==> src/rtl/mips_pkg.sv <==
// Shared encodings for the multi-cycle MIPS control unit: opcodes, funct codes,
// ALU operation codes and controller states.
package mips_pkg;

    localparam logic [5:0] OpRtype = 6'b000000;
    localparam logic [5:0] OpAddi  = 6'b001000;
    localparam logic [5:0] OpLw    = 6'b100011;
    localparam logic [5:0] OpSw    = 6'b101011;
    localparam logic [5:0] OpBeq   = 6'b000100;
    localparam logic [5:0] OpJ     = 6'b000010;

    localparam logic [5:0] FnAdd = 6'b100000;
    localparam logic [5:0] FnSub = 6'b100010;
    localparam logic [5:0] FnAnd = 6'b100100;
    localparam logic [5:0] FnOr  = 6'b100101;
    localparam logic [5:0] FnSlt = 6'b101010;

    localparam logic [3:0] AluAnd = 4'b0000;
    localparam logic [3:0] AluOr  = 4'b0001;
    localparam logic [3:0] AluAdd = 4'b0010;
    localparam logic [3:0] AluSub = 4'b0110;
    localparam logic [3:0] AluSlt = 4'b0111;

    typedef enum logic [3:0] {
        StFetch,
        StDecode,
        StRExec,
        StRWb,
        StIExec,
        StIWb,
        StMemAddr,
        StMemRd,
        StMemWb,
        StMemWr,
        StBranch,
        StJump,
        StTrap
    } state_e;

endpackage

==> src/rtl/alu_decoder.sv <==
// R-type funct field to ALU operation; flags funct codes the controller does not support.
module alu_decoder
    import mips_pkg::*;
(
    input  logic [5:0] funct,
    output logic [3:0] alu_ctrl,
    output logic       illegal
);

    always_comb begin
        alu_ctrl = AluAdd;
        illegal  = 1'b0;
        case (funct)
            FnAdd:   alu_ctrl = AluAdd;
            FnSub:   alu_ctrl = AluSub;
            FnAnd:   alu_ctrl = AluAnd;
            FnOr:    alu_ctrl = AluOr;
            FnSlt:   alu_ctrl = AluSlt;
            default: illegal  = 1'b1;
        endcase
    end

endmodule

==> src/rtl/mc_control.sv <==
// Multi-cycle MIPS control FSM with bounded memory wait, sticky trap state and
// a retired-instruction counter.
module mc_control
    import mips_pkg::*;
#(
    parameter int unsigned MEM_WAIT_MAX = 15
) (
    input  logic        clk,
    input  logic        reset,
    input  logic [5:0]  inst_31_26,
    input  logic [5:0]  inst_5_0,
    input  logic        mem_ready,
    output logic        reg_dst,
    output logic        reg_write,
    output logic        alu_src,
    output logic        mem_read,
    output logic        mem_write,
    output logic        mem_to_reg,
    output logic        branch,
    output logic        jump,
    output logic [3:0]  ALU_Control,
    output logic        pc_write,
    output logic        ir_write,
    output logic        trap,
    output logic [15:0] instr_count
);

    localparam int unsigned WaitW = $clog2(MEM_WAIT_MAX + 1);

    state_e           state_q, state_d;
    logic [WaitW-1:0] wait_q;
    logic [15:0]      count_q;
    logic [3:0]       r_alu;
    logic             r_illegal;
    logic             wait_expired;

    alu_decoder u_alu_decoder (
        .funct    (inst_5_0),
        .alu_ctrl (r_alu),
        .illegal  (r_illegal)
    );

    // True when one more un-ready cycle would reach the wait limit.
    assign wait_expired = (wait_q == WaitW'(MEM_WAIT_MAX - 1));
    assign instr_count  = count_q;

    always_ff @(posedge clk or negedge reset) begin
        if (!reset) begin
            state_q <= StFetch;
            wait_q  <= '0;
            count_q <= '0;
        end else begin
            state_q <= state_d;
            if (state_q == StMemAddr) begin
                wait_q <= '0;
            end else if ((state_q == StMemRd || state_q == StMemWr) && !mem_ready) begin
                wait_q <= wait_q + WaitW'(1);
            end
            if (pc_write) begin
                count_q <= count_q + 16'd1;
            end
        end
    end

    always_comb begin
        state_d     = state_q;
        reg_dst     = 1'b0;
        reg_write   = 1'b0;
        alu_src     = 1'b0;
        mem_read    = 1'b0;
        mem_write   = 1'b0;
        mem_to_reg  = 1'b0;
        branch      = 1'b0;
        jump        = 1'b0;
        ALU_Control = AluAdd;
        pc_write    = 1'b0;
        ir_write    = 1'b0;
        trap        = 1'b0;
        case (state_q)
            StFetch: begin
                ir_write = 1'b1;
                state_d  = StDecode;
            end
            StDecode: begin
                case (inst_31_26)
                    OpRtype:     state_d = r_illegal ? StTrap : StRExec;
                    OpAddi:      state_d = StIExec;
                    OpLw, OpSw:  state_d = StMemAddr;
                    OpBeq:       state_d = StBranch;
                    OpJ:         state_d = StJump;
                    default:     state_d = StTrap;
                endcase
            end
            StRExec: begin
                ALU_Control = r_alu;
                state_d     = StRWb;
            end
            StRWb: begin
                reg_dst   = 1'b1;
                reg_write = 1'b1;
                pc_write  = 1'b1;
                state_d   = StFetch;
            end
            StIExec: begin
                alu_src = 1'b1;
                state_d = StIWb;
            end
            StIWb: begin
                alu_src   = 1'b1;
                reg_write = 1'b1;
                pc_write  = 1'b1;
                state_d   = StFetch;
            end
            StMemAddr: begin
                alu_src = 1'b1;
                state_d = (inst_31_26 == OpSw) ? StMemWr : StMemRd;
            end
            StMemRd: begin
                mem_read = 1'b1;
                alu_src  = 1'b1;
                if (mem_ready) begin
                    state_d = StMemWb;
                end else if (wait_expired) begin
                    state_d = StTrap;
                end
            end
            StMemWb: begin
                mem_read   = 1'b1;
                mem_to_reg = 1'b1;
                reg_write  = 1'b1;
                alu_src    = 1'b1;
                pc_write   = 1'b1;
                state_d    = StFetch;
            end
            StMemWr: begin
                mem_write = 1'b1;
                alu_src   = 1'b1;
                if (mem_ready) begin
                    pc_write = 1'b1;
                    state_d  = StFetch;
                end else if (wait_expired) begin
                    state_d = StTrap;
                end
            end
            StBranch: begin
                branch      = 1'b1;
                ALU_Control = AluSub;
                pc_write    = 1'b1;
                state_d     = StFetch;
            end
            StJump: begin
                jump     = 1'b1;
                pc_write = 1'b1;
                state_d  = StFetch;
            end
            StTrap: begin
                trap = 1'b1;
            end
            default: state_d = StTrap;
        endcase
    end

endmodule

==> config.mk <==
export PLATFORM = sky130hd
export DESIGN_NAME = mc_control
export DESIGN_NICKNAME = d
export VERILOG_FILES = /design/src/rtl/mips_pkg.sv /design/src/rtl/alu_decoder.sv /design/src/rtl/mc_control.sv
export SDC_FILE = /design/constraint.sdc
export NUM_CORES = 1
export LEC_CHECK = 0
export ABC_CLOCK_PERIOD_IN_PS = 3400
export BUFFER_PORTS_ARGS = -buffer_cell sky130_fd_sc_hd__buf_2
export CAP_MARGIN = 30
export CORE_ASPECT_RATIO = 0.5
export CORE_UTILIZATION = 29
export CTS_CLUSTER_SIZE = 12
export DETAILED_ROUTE_END_ITERATION = 8
export HOLD_SLACK_MARGIN = 0.06
export PLACE_DENSITY = 0.58
export SETUP_SLACK_MARGIN = 0.1
export SLEW_MARGIN = 30
export SYNTH_ARGS = -nofsm -noshare
export SYNTH_HDL_FRONTEND = slang
export SYNTH_SLANG_ARGS = --single-unit
==> constraint.sdc <==
create_clock -name clk -period 3.4 [get_ports clk]
set_input_delay 0.34 -clock clk [delete_from_list [all_inputs] [get_ports clk]]
set_output_delay 0.34 -clock clk [all_outputs]
set_load 0.005 [all_outputs]
==> metrics.md, run 1 <==
| Metric | Value |
|---|---|
| CP Launch Type | register |
| # IOs | 46 |
| Worst Setup End Kind | output port |
| Largest net degree at the start of global routing | 25 |
| Port Buf Inserts | 44 |
| Final Worst Setup Slack | 1.18 ns |
| # hold bufs at CTS | 0 |
| Critical path class | reg -> out |
| Reg2reg start | state_q[2]$_DFFE_PN0N_ |
| Worst Path Buf+Inv | 1 |
| Layout area overhead | 20.8% |
| Launch point of the critical path | state_q[2]$_DFFE_PN0N_ |
| GRT Residual Overflow | 0 |
| Drt wl/cell | 12.1 µm |
| CP arrival | 1.88 ns |
| Netlist Area Pre-Place | 1540 µm² |
| Slew headroom | 63.5% |
| Synth cell types | 43 |
| Number of core rows | 18 |
| Overall Global Routing Usage | 12.8% |
| Max clock buf depth | 2 |
| Syn nets | 189 |
| Syn Inst Count | 171 |
| Sw frac | 41.9% |
| Synth area leader | dfrtp_1 |
| Share of cells above drive strength 1 | 24.6% |
| Internal Power | 0.000677 W |
| GP Congestion | 0.729 |
| Met2 usage | 21.7% |
| RSZ-0062 raised after global routing | false |
| Delay of the slowest critical-path stage | 0.52 ns |
| Max cap viols | 0 |
| Starting DRC count in detailed routing | 33 |
| Largest delay contributor family on the critical path | flip-flops |
| Power Dens Cells | 627 nW/µm² |
| Met1 usage | 16.8% |
| Slowest CP cell | dfrtp_1 |
| Pre-CTS WS | 1.49 ns |
| Routed WL | 3410 µm |
| Routed Antenna Nets | 0 |
| Outcome | complete, no violations |
| Seq/Total Area, Yosys | 39.1% |
| Share of flip-flops with an asynchronous set or reset | 100% |
| Drc violations | 0 |
| Setup TNS | 0 ns |
| Final period utilization | 65.2% |
| Via density per instance | 4.97 |
| Seq cells post-synth | 24 |
| Clk_lat worst skew | 0.27 ns |
| Drt first pass iters | 4 |
| Final Hold Vio Count | 0 |
| TritonCTS clock tree | built |
| Slew @ Worst Pin | 0.548 ns |
| GRT met3 Usage | 2.59% |
| Synth Flop Type | dfrtp_1 |
| Number of flops mapped to enable cells by yosys | 0 |
| Seq pwr share | 42.8% |
| CTS Buf Count | 3 |
| Critical R2R Capture | instr_count[1]$_DFFE_PN0P_ |
| Area contributors post-synth | dfrtp_1 39%, xnor2_1 9.1%, nand4_1 5.7%, nor2_1 3.9%, nand3_1 3.6% |
| Most common library cells after synthesis | 24 x dfrtp_1, 16 x nor2_1, 16 x xnor2_1 |
| Worst path required time | 3.06 ns |
| Core area | 5000 µm² |
| Initial antenna violation count | 0 |
| Final Setup Violations | 0 |
| Synthesized area per cell | 8.99 µm² |
| Final Skew | 0.00695 ns |
| Final net count | 230 |
| Comb power frac | 40.2% |
| Top-area cell type share of the netlist area | 39.1% |
| Initial Utilization | 30.7% |
| Busiest layer in global routing | met2 |
| Post-CTS Setup Inserts | 0 |
| Worst path cell trace | nand2b_1 -> o211ai_4 -> buf_2 |
| Yosys warns | 0 |
| Setup slack, reg-to-reg | 1.50 ns |
| Root buffer selected by CTS | clkbuf_8 |
| Worst vdd ir | 0.000223 V |
| Vias in the first global route | 1,262 |
| Antenna cells | 0 |
| Static Leak | 0.807 nW |
| CTS-repair resized insts | 0 |
| R2R cell count | 3 |
| Worst-path clk slew | 0.09 ns |
| Final Max Tran Viols | 0 |
| Most common cell in the netlist | dfrtp_1 |
| DR vias | 1,397 |
| H-tree levels | 1 |
| Die area | 5610 µm² |
| Max Clk Rate | 451 MHz |
| Min Clock Period, post-route | 2.22 ns |
| Post-DP HPWL | 2560 µm |
| Hold WC Path Type | in -> async |
| First-pass GRT wire length | 5700 µm |
| Crit path max fanout | 17 |
| Height of the die | 53.5 µm |
| Clock sink total | 24 |
| Switching power | 0.000487 W |
| Critical path depth | 3 |
| Die W | 105 µm |
| Clock power frac | 17.0% |
[flip-flops by register name, summed over array words and instances, names as in the netlist]
register	cells
state_q	4
instr_count	16
wait_q	4
[cell type report]
| type | instances | area, µm² |
|---|---|---|
| timing repair buffer | 44 | 220 |
| sequential | 24 | 601 |
| multi-input combinational | 133 | 870 |
| tap | 70 | 87.6 |
| clock buffer | 4 | 55.1 |
| inverter | 6 | 22.5 |
| fill | 562 | 3140 |
[worst register-to-register path, cell delays in order, from the launching register on]
cell and delay, ns:
dfrtp_1 0.52, nand2b_1 0.36, o211ai_4 0.52, mux2_2 0.39
[layout by cell type, fill, tap and decap left out, types with 3 or more instances in the layout]
cell type,netlist,layout
buf_2,2,44
clkbuf_8,0,4
dfrtp_1,24,24
ha_1,3,3
inv_1,6,6
mux2i_1,4,4
nand2_1,13,13
nand2b_1,6,6
nand3_1,11,11
nand3b_1,4,4
nand4_1,14,14
nor2_1,16,16
nor2b_1,3,3
nor3_1,8,8
o21ai_0,6,6
xnor2_1,16,16
[through the flow]
| stage | util [%] | hold slack [ns] | instances | total power [W] | cell area, µm² |
|---|---|---|---|---|---|
| after floorplan | - | 0.0444 | 171 | 0.000825 | 1540 |
| after global placement | 36.0 | 0.362 | 277 | 0.000964 | 1800 |
| after detailed placement | 36.0 | 0.365 | 277 | 0.000975 | 1800 |
| after CTS | 37.1 | 0.0673 | 281 | 0.00117 | 1860 |
| after global routing | 37.1 | 0.0887 | 281 | 0.00126 | 1860 |
| final | 37.1 | 0.0423 | 281 | 0.00116 | 1860 |
[logic make-up (layout without fill, tap and decap cells)]
logic type / Yosys count / after routing / synth area share, %
buffers and inverters: 14 / 54 / 4.32
muxes: 5 / 5 / 3.34
xor gates and xnor gates: 17 / 17 / 9.69
adders and majority gates: 3 / 3 / 2.44
other: 1 / 1 / 0.244
AOI/OAI and AO/OA: 22 / 22 / 11.3
and+or+nand+nor: 85 / 85 / 29.6
DFF: 24 / 24 / 39.1
[power groups by stage]
| stage | combinational (W) | sequential [W] | clock [W] |
|---|---|---|---|
| after CTS | 0.000474 | 0.000497 | 0.000203 |
| after floorplan | 0.000390 | 0.000435 | 0 |
| after global routing | 0.000527 | 0.000516 | 0.000215 |
| after global placement | 0.000466 | 0.000498 | 0 |
| final | 0.000468 | 0.000498 | 0.000198 |
| after detailed placement | 0.000473 | 0.000502 | 0 |
[worst max path at each step]
stage / end
detailed placement: pc_write
floorplan: ALU_Control[0]
global route: pc_write
finish: pc_write
CTS: pc_write
global placement: pc_write
[per-layer routing]
metal	vias to the layer above	routed length (µm)	share of wire [%]
met4	0	14	0.41
met3	2	172	5.0
li1	694	-	-
met2	43	1510	44
met1	658	1710	50
met5	-	0	0
Note: power is estimated with default switching activity, not from simulation.
==> inputs of run 2 (changes only) <==
--- a/config.mk
+++ b/config.mk
@@ -5,7 +5,7 @@
 export SDC_FILE = /design/constraint.sdc
 export NUM_CORES = 1
 export LEC_CHECK = 0
-export ABC_CLOCK_PERIOD_IN_PS = 3400
+export ABC_CLOCK_PERIOD_IN_PS = 2000
 export BUFFER_PORTS_ARGS = -buffer_cell sky130_fd_sc_hd__buf_2
 export CAP_MARGIN = 30
 export CORE_ASPECT_RATIO = 0.5
@@ -13,7 +13,7 @@
 export CTS_CLUSTER_SIZE = 12
 export DETAILED_ROUTE_END_ITERATION = 8
 export HOLD_SLACK_MARGIN = 0.06
-export PLACE_DENSITY = 0.58
+export PLACE_DENSITY = 0.6
 export SETUP_SLACK_MARGIN = 0.1
 export SLEW_MARGIN = 30
 export SYNTH_ARGS = -nofsm -noshare
==> constraint.sdc (replaced) <==
create_clock -name clk -period 2 [get_ports clk]
set_input_delay 0.2 -clock clk [delete_from_list [all_inputs] [get_ports clk]]
set_output_delay 0.2 -clock clk [all_outputs]
set_load 0.005 [all_outputs]
==> metrics.md, run 2 (same netlist as run 1, synthesis figures left out) <==
| Metric | Value |
|---|---|
| Clock sink total | 24 |
| Slew @ Worst Pin | 0.534 ns |
| Height of the die | 53.5 µm |
| RSZ-0062 raised after global routing | false |
| Die area | 5610 µm² |
| Antenna cells | 0 |
| Layout area overhead | 22.9% |
| Final Hold Vio Count | 0 |
| Overall Global Routing Usage | 12.6% |
| Final net count | 234 |
| GP Congestion | 0.798 |
| Drt wl/cell | 12.0 µm |
| Setup slack, reg-to-reg | 0.36 ns |
| Worst-path clk slew | 0.08 ns |
| Core area | 5000 µm² |
| Min-delay src | inst_31_26[4] |
| Comb power frac | 45.8% |
| H-tree levels | 1 |
| Share of cells above drive strength 1 | 25.6% |
| Hold path depth | 4 |
| Sw frac | 41.2% |
| Most frequent cells in the layout | 44 x buf_2, 24 x dfrtp_1, 16 x nor2_1, 16 x xnor2_1, 14 x nand4_1 |
| Die W | 105 µm |
| Worst Setup End Kind | output port |
| DR vias | 1,388 |
| Max FFs per register | 16 |
| Drc violations | 0 |
| Final Setup Violations | 0 |
| DP Area | 1820 µm² |
| Setup TNS | 0 ns |
| CP Launch Type | register |
| Clock power frac | 16.6% |
| Worst path cell trace | nand2b_1 -> o211ai_4 -> buf_2 |
| Reg2reg start | state_q[1]$_DFFE_PN0N_ |
| Root buffer selected by CTS | clkbuf_8 |
| Fillers | 525 |
| Final Skew | 0.00680 ns |
| Via density per instance | 4.87 |
| Slowest CP cell | o211ai_4 |
| Routed Antenna Nets | 0 |
| Initial Utilization | 30.7% |
| Post-CTS Setup Inserts | 0 |
| GRT Residual Overflow | 0 |
| Crit path max fanout | 17 |
| Vias in the first global route | 1,206 |
| Routed WL | 3430 µm |
| TritonCTS clock tree | built |
| Critical R2R Capture | wait_q[1]$_DFFE_PN0P_ |
| R2R cell count | 4 |
| CTS-repair resized insts | 0 |
| Static Leak | 0.826 nW |
| Initial antenna violation count | 0 |
| Max Clk Rate | 553 MHz |
| Number of core rows | 18 |
| Outcome | complete, no violations |
| Worst vdd ir | 0.000374 V |
| Final period utilization | 90.4% |
| Max cap viols | 0 |
| Hold WC Path Type | in -> reg |
| WHS Endpoint | state_q[1]$_DFFE_PN0N_ |
| Largest net degree at the start of global routing | 25 |
| Max clock buf depth | 2 |
| Drt first pass iters | 4 |
| First-pass GRT wire length | 5490 µm |
| Pre-CTS WS | 0.368 ns |
| Worst path required time | 1.80 ns |
| Power Dens Cells | 1070 nW/µm² |
| Delay of the slowest critical-path stage | 0.47 ns |
| Final Worst Setup Slack | 0.192 ns |
| Starting DRC count in detailed routing | 27 |
| Post-DP HPWL | 2610 µm |
| Switching power | 0.000833 W |
| # IOs | 46 |
| Commonest non-fill, non-tap cell in the layout | buf_2 |
| Port Buf Inserts | 44 |
| Clk_lat worst skew | 0.27 ns |
| Min Clock Period, post-route | 1.81 ns |
| CP arrival | 1.61 ns |
| Internal Power | 0.00119 W |
| CTS Buf Count | 3 |
| Finished Cell Area | 1890 µm² |
| Seq pwr share | 37.6% |
| Slew headroom | 64.4% |
| Critical path class | reg -> out |
| Final Max Tran Viols | 0 |
-- run 2: worst max-delay path by stage --
| stage | start | to | slack [ns] | cells after the start |
|---|---|---|---|---|
| finish | state_q[2]$_DFFE_PN0N_ | pc_write | 0.19 | 3 |
| floorplan | state_q[2]$_DFFE_PN0N_ | instr_count[11]$_DFFE_PN0P_ | 0.54 | 6 |
| CTS | state_q[2]$_DFFE_PN0N_ | pc_write | 0.17 | 3 |
| global placement | state_q[2]$_DFFE_PN0N_ | instr_count[1]$_DFFE_PN0P_ | 0.40 | 3 |
| global route | state_q[2]$_DFFE_PN0N_ | pc_write | 0.11 | 3 |
| detailed placement | state_q[2]$_DFFE_PN0N_ | instr_count[1]$_DFFE_PN0P_ | 0.37 | 3 |
-- run 2: routing by layer --
layer  share of wire (%)  up-vias  GRT usage, %
li1                    -      699             -
met1                  49      651          15.9
met4                0.61        0          3.52
met5                   0        -             0
met2                  46       34          21.7
met3                 4.7        4          3.20
-- run 2: per-stage QoR --
step	cells	total power, W	hold slack [ns]	utilization [%]
2_1_floorplan	171	0.00140	-0.0956	-
5_1_grt	285	0.00219	0.253	37.8
3_3_place_gp	280	0.00168	0.212	36.5
4_1_cts	285	0.00205	0.249	37.8
6_report	285	0.00202	0.255	37.8
3_5_place_dp	280	0.00171	0.219	36.5
-- run 2: timing repair --
action	in CTS	in global routing
endpoints found under the setup margin	0	1
hold endpoints to repair	24	0
hold buffers	1	0
-- run 2: final cells by class --
| type | count | area (µm²) | area share, % |
|---|---|---|---|
| timing repair buffer | 48 | 253 | 13.4 |
| clock buffer | 4 | 55.1 | 2.92 |
| inverter | 6 | 22.5 | 1.19 |
| sequential | 24 | 601 | 31.8 |
| multi-input combinational | 133 | 870 | 46.1 |
| tap | 70 | 87.6 | 4.64 |
-- run 2: power by group through the flow --
| stage | Sequential, W | Clock [W] | Combinational, W |
|---|---|---|---|
| global placement | 0.000767 | 0 | 0.000918 |
| finish | 0.000762 | 0.000336 | 0.000926 |
| floorplan | 0.000740 | 0 | 0.000663 |
| global route | 0.000790 | 0.000361 | 0.00104 |
| detailed placement | 0.000772 | 0 | 0.000936 |
| CTS | 0.000762 | 0.000345 | 0.000941 |
-- run 2: critical path, delay by kind of cell (launching register included) --
| family | cells | cell delay (ns) |
|---|---|---|
| DFF | 1 | 0.38 |
| buffers and inverters | 1 | 0.21 |
| and+or+nand+nor | 1 | 0.28 |
| AOI/OAI and AO/OA | 1 | 0.47 |
==> inputs of run 3 (changes only) <==
--- a/config.mk
+++ b/config.mk
@@ -13,7 +13,7 @@
 export CTS_CLUSTER_SIZE = 12
 export DETAILED_ROUTE_END_ITERATION = 8
 export HOLD_SLACK_MARGIN = 0.06
-export PLACE_DENSITY = 0.6
+export PLACE_DENSITY_LB_ADDON = 0.05
 export SETUP_SLACK_MARGIN = 0.1
 export SLEW_MARGIN = 30
 export SYNTH_ARGS = -nofsm -noshare
==> metrics.md, run 3 (same netlist as run 1, synthesis figures left out) <==
| Metric | Value |
|---|---|
| Power, Total | 0.00216 W |
| Critical path class | reg -> out |
| Final Hold Vio Count | 0 |
| Overall Global Routing Usage | 13.5% |
| TritonCTS clock tree | built |
| Max clock buf depth | 2 |
| Final net count | 234 |
| Hold WC Path Type | in -> reg |
| DR vias | 1,363 |
| GP Congestion | 0.770 |
| Crit path max fanout | 15 |
| Outcome | complete, no violations |
| Post-DP HPWL | 2820 µm |
| Clk_lat worst skew | 0.27 ns |
| Post-CTS Setup Inserts | 0 |
| Number of core rows | 18 |
| Final Skew | 0.00586 ns |
| Height of the die | 53.5 µm |
| Max cap viols | 0 |
| Routed Antenna Nets | 0 |
| Slew headroom | 62.8% |
| CTS Buf Count | 3 |
| Setup TNS | 0 ns |
| CP Launch Type | register |
| Share of cells above drive strength 1 | 26.5% |
| Routed WL | 3730 µm |
| Most frequent cells in the layout | 44 x buf_2, 23 x dfrtp_1, 16 x nor2_1, 16 x xnor2_1, 14 x nand4_1 |
| Commonest non-fill, non-tap cell in the layout | buf_2 |
| Worst path required time | 1.80 ns |
| Core area | 5000 µm² |
| Worst Setup End Kind | output port |
| Initial antenna violation count | 0 |
| First-pass GRT wire length | 5760 µm |
| Clock sink total | 24 |
| Vias in the first global route | 1,191 |
| Max FFs per register | 16 |
| CP arrival | 1.59 ns |
| Root buffer selected by CTS | clkbuf_8 |
| # IOs | 46 |
| Starting DRC count in detailed routing | 35 |
| Max Clk Rate | 559 MHz |
| Worst-path clk slew | 0.09 ns |
| Layout area overhead | 24.2% |
| Antenna cells | 0 |
| Initial Utilization | 30.7% |
| Final Setup Violations | 0 |
| Worst vdd ir | 0.000375 V |
| Largest net degree at the start of global routing | 25 |
| Die area | 5610 µm² |
| Power Dens Cells | 1130 nW/µm² |
| RSZ-0062 raised after global routing | false |
| Drc violations | 0 |
| GRT Residual Overflow | 0 |
| Die W | 105 µm |
| Via density per instance | 4.78 |
| Slew @ Worst Pin | 0.559 ns |
| Final core occ | 38.2% |
| Min Clock Period, post-route | 1.79 ns |
| Final period utilization | 89.5% |
| Drt wl/cell | 13.1 µm |
| Final Max Tran Viols | 0 |
| Static Leak | 0.833 nW |
| Drt first pass iters | 4 |
| H-tree levels | 1 |
| Port Buf Inserts | 44 |
## run 3: routing by layer
layer  wire (µm)  vias to the layer above  track usage, %
met5           0                        -               0
met1        2010                      616            19.5
met2        1500                       41            20.0
met3         197                        2            3.57
li1            -                      704               -
met4          16                        0            2.82
## run 3: final cells by class
class                   count  area, µm²
flip-flops and latches     24        602
fillers                   531       3090
multi-input cells         133        872
clock inverters             1       30.0
inverters                   6       22.5
clock buffers               3       41.3
repair buffers             48        253
well taps                  70       87.6
## run 3: power by group
part | internal (W) | total, W | switching [W]
logic | 0.000418 | 0.000893 | 0.000475
clock network | 0.000268 | 0.000430 | 0.000162
registers | 0.000611 | 0.000839 | 0.000228
## run 3: final timing paths
kind	endpoint	cells after the start	startpoint	slack, ns
worst max register to register	wait_q[1]$_DFFE_PN0P_	4	state_q[1]$_DFFE_PN0N_	0.34
worst max-delay path	pc_write	4	state_q[0]$_DFFE_PN0N_	0.21
worst min register to register	instr_count[15]$_DFFE_PN0P_	1	instr_count[15]$_DFFE_PN0P_	0.47
max in group asynchronous	state_q[3]$_DFFE_PN0N_	2	reset	1.14
worst min-delay path	state_q[1]$_DFFE_PN0N_	3	inst_31_26[2]	0.24
min in group asynchronous	instr_count[6]$_DFFE_PN0P_	2	reset	0.44
## run 3: timing repair
action,4_1_cts,5_1_grt
resized for setup,1,1
endpoints found under the hold margin,24,0
gates cloned,0,0
endpoints found under the setup margin,2,2
hold buffers,1,0
## run 3: worst max-delay path, cell delays in order (launching register included)
cell and delay [ns]:
dfrtp_1 0.65, nand4bb_1 0.23, o211ai_4 0.13, buf_4 0.18, buf_2 0.13
## run 3: metrics by stage
stage | hold WS (ns) | std cells | worst slack [ns] | instance area [µm²]
finish | 0.242 | 285 | 0.210 | 1910
global route | 0.258 | 285 | 0.103 | 1910
CTS | 0.236 | 285 | 0.161 | 1910
detailed placement | 0.231 | 280 | 0.275 | 1820
global placement | 0.228 | 280 | 0.346 | 1820
floorplan | -0.0956 | 171 | 0.536 | 1540
